--- src/rtl/lcd_timing_gen.sv ---
// lcd_timing_gen: LCD raster timing generator in the pixel-clock domain.
// Raster timing is held off until the PLL lock flag has been synchronized
// and has stayed high for LOCK_SETTLE consecutive clocks.
//
// Ports:
//   clock        pixel clock (PLL output)
//   reset_n      asynchronous active-low reset
//   locked       PLL lock flag, asynchronous to clock
//   hsync        horizontal sync, active level HS_POL
//   vsync        vertical sync, active level VS_POL
//   de           data enable, high during active pixels
//   x, y         active pixel column/row, 0 when de is low
//   frame_start  one-clock pulse with de at x=0, y=0
//   running      high while the FSM is in RUN
//   rgb          RGB565 colour-bar test pattern, aligned with de
//                (present only when LCD_TIMING_PATTERN_EN is defined)
//
// Optional feature macro: LCD_TIMING_PATTERN_EN
//
// state     | meaning
// ----------+-----------------------------------------------------------
// WAIT_LOCK | raster idle, waiting for synchronized lock
// SETTLE    | lock seen, counting LOCK_SETTLE clocks of continuous lock
// RUN       | raster counters advancing, outputs driven from (hc, vc)

module lcd_timing_gen #(
  parameter int   H_ACTIVE    = 480,
  parameter int   H_FP        = 8,
  parameter int   H_SYNC      = 4,
  parameter int   H_BP        = 43,
  parameter int   V_ACTIVE    = 272,
  parameter int   V_FP        = 4,
  parameter int   V_SYNC      = 4,
  parameter int   V_BP        = 12,
  parameter logic HS_POL      = 1'b0,
  parameter logic VS_POL      = 1'b0,
  parameter int   LOCK_SETTLE = 1024,
  parameter int   XW          = 10,
  parameter int   YW          = 10
) (
  input  logic          clock,
  input  logic          reset_n,
  input  logic          locked,
  output logic          hsync,
  output logic          vsync,
  output logic          de,
  output logic [XW-1:0] x,
  output logic [YW-1:0] y,
  output logic          frame_start,
  output logic          running
`ifdef LCD_TIMING_PATTERN_EN
  ,
  output logic [15:0]   rgb
`endif
);

  localparam int H_TOTAL  = H_ACTIVE + H_FP + H_SYNC + H_BP;
  localparam int V_TOTAL  = V_ACTIVE + V_FP + V_SYNC + V_BP;
  localparam int HS_START = H_ACTIVE + H_FP;
  localparam int HS_END   = HS_START + H_SYNC;
  localparam int VS_START = V_ACTIVE + V_FP;
  localparam int VS_END   = VS_START + V_SYNC;
  localparam int SW       = (LOCK_SETTLE > 1) ? $clog2(LOCK_SETTLE) : 1;

  typedef enum logic [1:0] {
    WAIT_LOCK = 2'd0,
    SETTLE    = 2'd1,
    RUN       = 2'd2
  } state_t;

  state_t        state, state_nxt;
  logic          lk_m, lk_s;
  logic [SW-1:0] settle_cnt;
  logic          settle_done;
  logic          settle_adv;
  logic          run_adv;
  logic [XW-1:0] hc;
  logic [YW-1:0] vc;

  logic          de_d, hs_act, vs_act, fs_d;
  logic [XW-1:0] x_d;
  logic [YW-1:0] y_d;

  // Two-flop synchronizer for the asynchronous lock flag.
  always_ff @(posedge clock or negedge reset_n) begin
    if (!reset_n) begin
      lk_m <= 1'b0;
      lk_s <= 1'b0;
    end else begin
      lk_m <= locked;
      lk_s <= lk_m;
    end
  end

  assign settle_done = (settle_cnt == SW'(LOCK_SETTLE - 1));

  // FSM: state register
  always_ff @(posedge clock or negedge reset_n) begin
    if (!reset_n) state <= WAIT_LOCK;
    else          state <= state_nxt;
  end

  // FSM: next-state logic
  always_comb begin
    state_nxt = state;
    case (state)
      WAIT_LOCK: if (lk_s) state_nxt = SETTLE;
      SETTLE: begin
        if (!lk_s)            state_nxt = WAIT_LOCK;
        else if (settle_done) state_nxt = RUN;
      end
      RUN:     if (!lk_s) state_nxt = WAIT_LOCK;
      default: state_nxt = WAIT_LOCK;
    endcase
  end

  // FSM: outputs. run_adv is false on the clock lock is lost, so the
  // counters and registered outputs return to reset values on that edge.
  always_comb begin
    running    = (state == RUN);
    run_adv    = (state == RUN) && lk_s;
    settle_adv = (state == SETTLE) && lk_s && !settle_done;
  end

  // Settle counter: cleared whenever lock qualification is broken, and
  // also on the RUN transition so a later relock starts from zero.
  always_ff @(posedge clock or negedge reset_n) begin
    if (!reset_n)        settle_cnt <= '0;
    else if (settle_adv) settle_cnt <= settle_cnt + 1'b1;
    else                 settle_cnt <= '0;
  end

  // Raster counters. They sit at zero outside RUN, so the first RUN clock
  // always presents hc = 0, vc = 0.
  always_ff @(posedge clock or negedge reset_n) begin
    if (!reset_n) begin
      hc <= '0;
      vc <= '0;
    end else if (run_adv) begin
      if (hc == XW'(H_TOTAL - 1)) begin
        hc <= '0;
        if (vc == YW'(V_TOTAL - 1)) vc <= '0;
        else                        vc <= vc + 1'b1;
      end else begin
        hc <= hc + 1'b1;
      end
    end else begin
      hc <= '0;
      vc <= '0;
    end
  end

  // Decode of the current counter value; registered below.
  always_comb begin
    de_d   = run_adv && (hc < XW'(H_ACTIVE)) && (vc < YW'(V_ACTIVE));
    hs_act = run_adv && (hc >= XW'(HS_START)) && (hc < XW'(HS_END));
    vs_act = run_adv && (vc >= YW'(VS_START)) && (vc < YW'(VS_END));
    fs_d   = run_adv && (hc == '0) && (vc == '0);
    x_d    = de_d ? hc : '0;
    y_d    = de_d ? vc : '0;
  end

  always_ff @(posedge clock or negedge reset_n) begin
    if (!reset_n) begin
      hsync       <= ~HS_POL;
      vsync       <= ~VS_POL;
      de          <= 1'b0;
      x           <= '0;
      y           <= '0;
      frame_start <= 1'b0;
    end else begin
      hsync       <= hs_act ? HS_POL : ~HS_POL;
      vsync       <= vs_act ? VS_POL : ~VS_POL;
      de          <= de_d;
      x           <= x_d;
      y           <= y_d;
      frame_start <= fs_d;
    end
  end

`ifdef LCD_TIMING_PATTERN_EN
  localparam int BAR_W = H_ACTIVE / 8;

  logic [2:0]  bar;
  logic [15:0] bar_rgb;

  // Bar index by threshold compare instead of a divider.
  always_comb begin
    bar = 3'd0;
    for (int i = 1; i < 8; i++) begin
      if (hc >= XW'(i * BAR_W)) bar = 3'(i);
    end
  end

  always_comb begin
    bar_rgb = 16'h0000;
    case (bar)
      3'd0: bar_rgb = 16'hFFFF;  // white
      3'd1: bar_rgb = 16'hFFE0;  // yellow
      3'd2: bar_rgb = 16'h07FF;  // cyan
      3'd3: bar_rgb = 16'h07E0;  // green
      3'd4: bar_rgb = 16'hF81F;  // magenta
      3'd5: bar_rgb = 16'hF800;  // red
      3'd6: bar_rgb = 16'h001F;  // blue
      3'd7: bar_rgb = 16'h0000;  // black
      default: bar_rgb = 16'h0000;
    endcase
  end

  always_ff @(posedge clock or negedge reset_n) begin
    if (!reset_n) rgb <= 16'h0000;
    else          rgb <= de_d ? bar_rgb : 16'h0000;
  end
`endif

endmodule

--- config.mk ---
export PLATFORM = sky130hd
export DESIGN_NAME = lcd_timing_gen
export DESIGN_NICKNAME = d
export VERILOG_FILES = /design/src/rtl/lcd_timing_gen.sv
export SDC_FILE = /design/constraint.sdc
export NUM_CORES = 1
export LEC_CHECK = 0
export CORE_AREA = 8 8 75 77
export DETAILED_ROUTE_END_ITERATION = 10
export DIE_AREA = 0 0 83 85
export PLACE_DENSITY_LB_ADDON = 0.2
export SYNTH_ARGS = -nofsm -noshare
export SYNTH_HDL_FRONTEND = slang
export SYNTH_SLANG_ARGS = --single-unit
export TNS_END_PERCENT = 100
--- constraint.sdc ---
create_clock -name clock -period 2.6 [get_ports clock]
set_input_delay 0.78 -clock clock [delete_from_list [all_inputs] [get_ports clock]]
set_output_delay 0.78 -clock clock [all_outputs]
set_load 0.05 [all_outputs]
==> impl_metrics.yaml <==
global_route:
  grt-ovfl-total: 0
  first_global_vias: 1726
  antenna_found_initial: 0
  grt_util_all_layers_pct: 14.4
  grt_start_max_net_pins: 59
  grt_pass1_wl_um: 8250
logic_synthesis:
  syn_inst: 235
  ys_ff_latch: 58
  netlist_area_mm2: 0.00252
  synth_cell_type_count: 33
  ys.flop_type: "dfrtp_1"
  yosys_warnings: 0
  async_flop_share_pct: 100
  avgSynthCellArea_um2: 10.7
  synth_edf_count: 0
  synth_seq_area_share_pct: 57.7
timing:
  grt_setup_unrepaired: "false"
  finalClockSkew_ns: 0.00853
  period_share_pct: 94.9
  max_freq_mhz: 405
  fin_hold_ws_ns: 0.357
  layout_setup_ws_ns: 0.133
  hold_violations: 0
  tightest_slew_ns: 0.637
  finalMaxSlewViolations: 0
  maxSlewHeadroom_pct: 57.3
  min_period_ns: 2.47
  setup_tns_ns: 0
  setup_viol: 0
flow_run:
  cap_violations: 0
final_layout:
  fin_nets: 277
  syn2layout_area_growth_pct: 20.6
  multiInputGateArea_um2: 983
  seq_area_mm2: 0.00145
  layout.cells.non_filler: 327
  drive_gt1_share_pct: 8.06
  antenna_cells: 0
  fill_cells: 354
  final_cell_area_mm2: 0.00304
  post-route-util_pct: 67.0
floorplan:
  die_y_um: 85
  die_area_mm2: 0.00706
  die_w_um: 83
  fp-row-count: 25
  initial_core_util_pct: 55.5
  core_area_mm2: 0.00454
  boundaryPins: 28
worst_setup_path:
  crit_fanout: 4
  crit_path_cell_trace: "nor2b_1, clkdlybuf4s50_1"
  critPathArrivalTime_ns: 1.69
  end_kind: "output port"
  worst_path_max_delay_cell: "clkdlybuf4s50_1"
  crit_family: "buffers and inverters"
  critPathKind: "flop to output port"
  start_kind: "flop"
  path_buf_inv: 1
  slowest_delay_ns: 0.82
  crit_required_ns: 1.82
detailed_routing:
  avgViaCountPerCell: 5.50
  postRouteAntennaNets: 0
  num_vias: 1797
  dr.pass1.iters: 4
  drc: 0
  wl_um: 4830
  drt-initial-drc-count: 81
  wl_per_cell_um: 14.8
status:
  outcome: "completed"
clocking:
  clock_path_buffers: 2
  ctsResizeCount: 0
  cts.sinks: 58
  clk_pin_slew_ns: 0.06
  insertion_delay_ns: 0.33
  cts_inserted_buffers: 9
  post_cts_buffers: 0
  cts_tree: "yes"
  holdBufCountCts: 0
  clockRootBuffer: "clkbuf_8"
  htreeDepth: 3
place:
  place.gp.congestion: 0.828
  dpl.cell_count: 311
  hpwl_um: 3220
  place_ws_ns: 0.456
  placedInstanceArea_mm2: 0.00284
  portBuffers: 27
pwr:
  leakagePower_nw: 1.28
  switching_power_mw: 0.361
  power_density_mw_per_mm2: 584
  power_frac_clock_pct: 46.5
  peakVddDrop_mv: 0.330
  p_seq_share_pct: 51.4
  p_sw_share_pct: 20.4
  internal_power_mw: 1.41
  finalPower_mw: 1.77
  comb_power_share_pct: 2.2
hold_path:
  hp-class: "flop to flop"
## flip-flops by register name, indices dropped and copies added (netlist names)
register / flops
lk_m: 1
frame_start: 1
lk_s: 1
hc: 10
hsync: 1
x: 10
state: 2
y: 10
vsync: 1
vc: 10
de: 1
settle_cnt: 10
## per-layer routing
layer	track usage [%]	vias to the layer above	part of all wire, %
met5	0	-	0
met4	6.39	0	1.4
met3	5.65	8	5.5
met2	21.2	43	47
met1	18.3	878	46
li1	-	868	-
## synth_stat cells (3+ instances only)
cell type / instances / area, um^2
xnor2_1: 9 / 78.8
o31ai_1: 3 / 22.5
and2_1: 22 / 138
nand3_1: 12 / 60.1
clkbuf_1: 5 / 18.8
and4_1: 4 / 35.0
a21oi_1: 13 / 65.1
o21ai_0: 7 / 35.0
or3_1: 7 / 43.8
nor3_1: 4 / 20.0
inv_1: 9 / 33.8
dfrtp_1: 56 / 1400
nand2_1: 16 / 60.1
ha_1: 6 / 75.1
nor4_1: 4 / 25.0
xor2_1: 6 / 52.6
nand4_1: 5 / 31.3
or4_1: 5 / 37.5
nor2_1: 21 / 78.8
nand3b_1: 3 / 22.5
## power by group through the flow
stage	Sequential [mW]	Combinational, mW	Clock, mW
2_1_floorplan	0.933	0.00603	0
3_3_place_gp	0.927	0.0398	0
3_5_place_dp	0.928	0.0395	0
4_1_cts	0.911	0.0398	0.840
5_1_grt	0.911	0.0437	0.885
6_report	0.912	0.0382	0.825
## final timing paths
path / startpoint / endpoint / slack (ns) / depth (start not counted)
min reg2reg: lk_m$_DFF_PN0_ / lk_s$_DFF_PN0_ / 0.36 / 0
max: state[0]$_DFFE_PN0P_ / running / 0.13 / 2
min: lk_m$_DFF_PN0_ / lk_s$_DFF_PN0_ / 0.36 / 0
min in group asynchronous: reset_n / settle_cnt[2]$_DFF_PN0_ / 0.44 / 2
max in group asynchronous: reset_n / vsync$_DFF_PN1_ / 1.86 / 2
max reg2reg: vc[7]$_DFFE_PN0P_ / y[2]$_DFF_PN0_ / 0.62 / 5
## cell usage in the layout (no fill, tap or decap), types with 2 or more instances in the layout
cell type | synthesis | final
o31ai_1 | 3 | 3
xor2_1 | 6 | 6
dfrtp_1 | 56 | 56
nand4_1 | 5 | 5
buf_4 | 0 | 2
or4_1 | 5 | 5
clkdlybuf4s50_1 | 0 | 26
or3_1 | 7 | 7
inv_1 | 9 | 9
nand3b_1 | 3 | 3
nand2_1 | 16 | 16
and4_1 | 4 | 4
ha_1 | 6 | 6
clkbuf_8 | 0 | 11
nor4_1 | 4 | 4
or2_2 | 2 | 2
nor4b_1 | 2 | 2
o21ai_0 | 7 | 7
clkbuf_1 | 5 | 3
nor2_1 | 21 | 21
a21oi_1 | 13 | 13
xnor2_1 | 9 | 9
and2_1 | 22 | 22
nand3_1 | 12 | 12
nand4b_1 | 2 | 2
nor3_1 | 4 | 4
conb_1 | 1 | 2
dfstp_2 | 2 | 2
## cell families after synthesis
group	synth area share (%)
AND/OR/NAND/NOR	25.2
adder cells (fa/ha/maj)	2.98
other	0.149
AO/OA/AOI/OAI	5.32
buffers and inverters	3.38
XOR/XNOR	5.22
flip-flops	57.7
## layout make-up
| class | instances | area share [%] |
|---|---|---|
| clock buffer | 14 | 5.36 |
| inverter | 9 | 1.11 |
| clock inverter | 2 | 1.15 |
| tap | 54 | 2.22 |
| multi-input combinational | 160 | 32.4 |
| timing repair buffer | 30 | 9.89 |
| sequential | 58 | 47.9 |
## worst register-to-register path: stages (launching register included)
cell and delay (ns):
dfrtp_1 0.45, or4_1 0.54, a21oi_1 0.15, nor4b_4 0.35
buf_4 0.26, and2_1 0.16
Note: power is estimated with default switching activity, not from simulation.
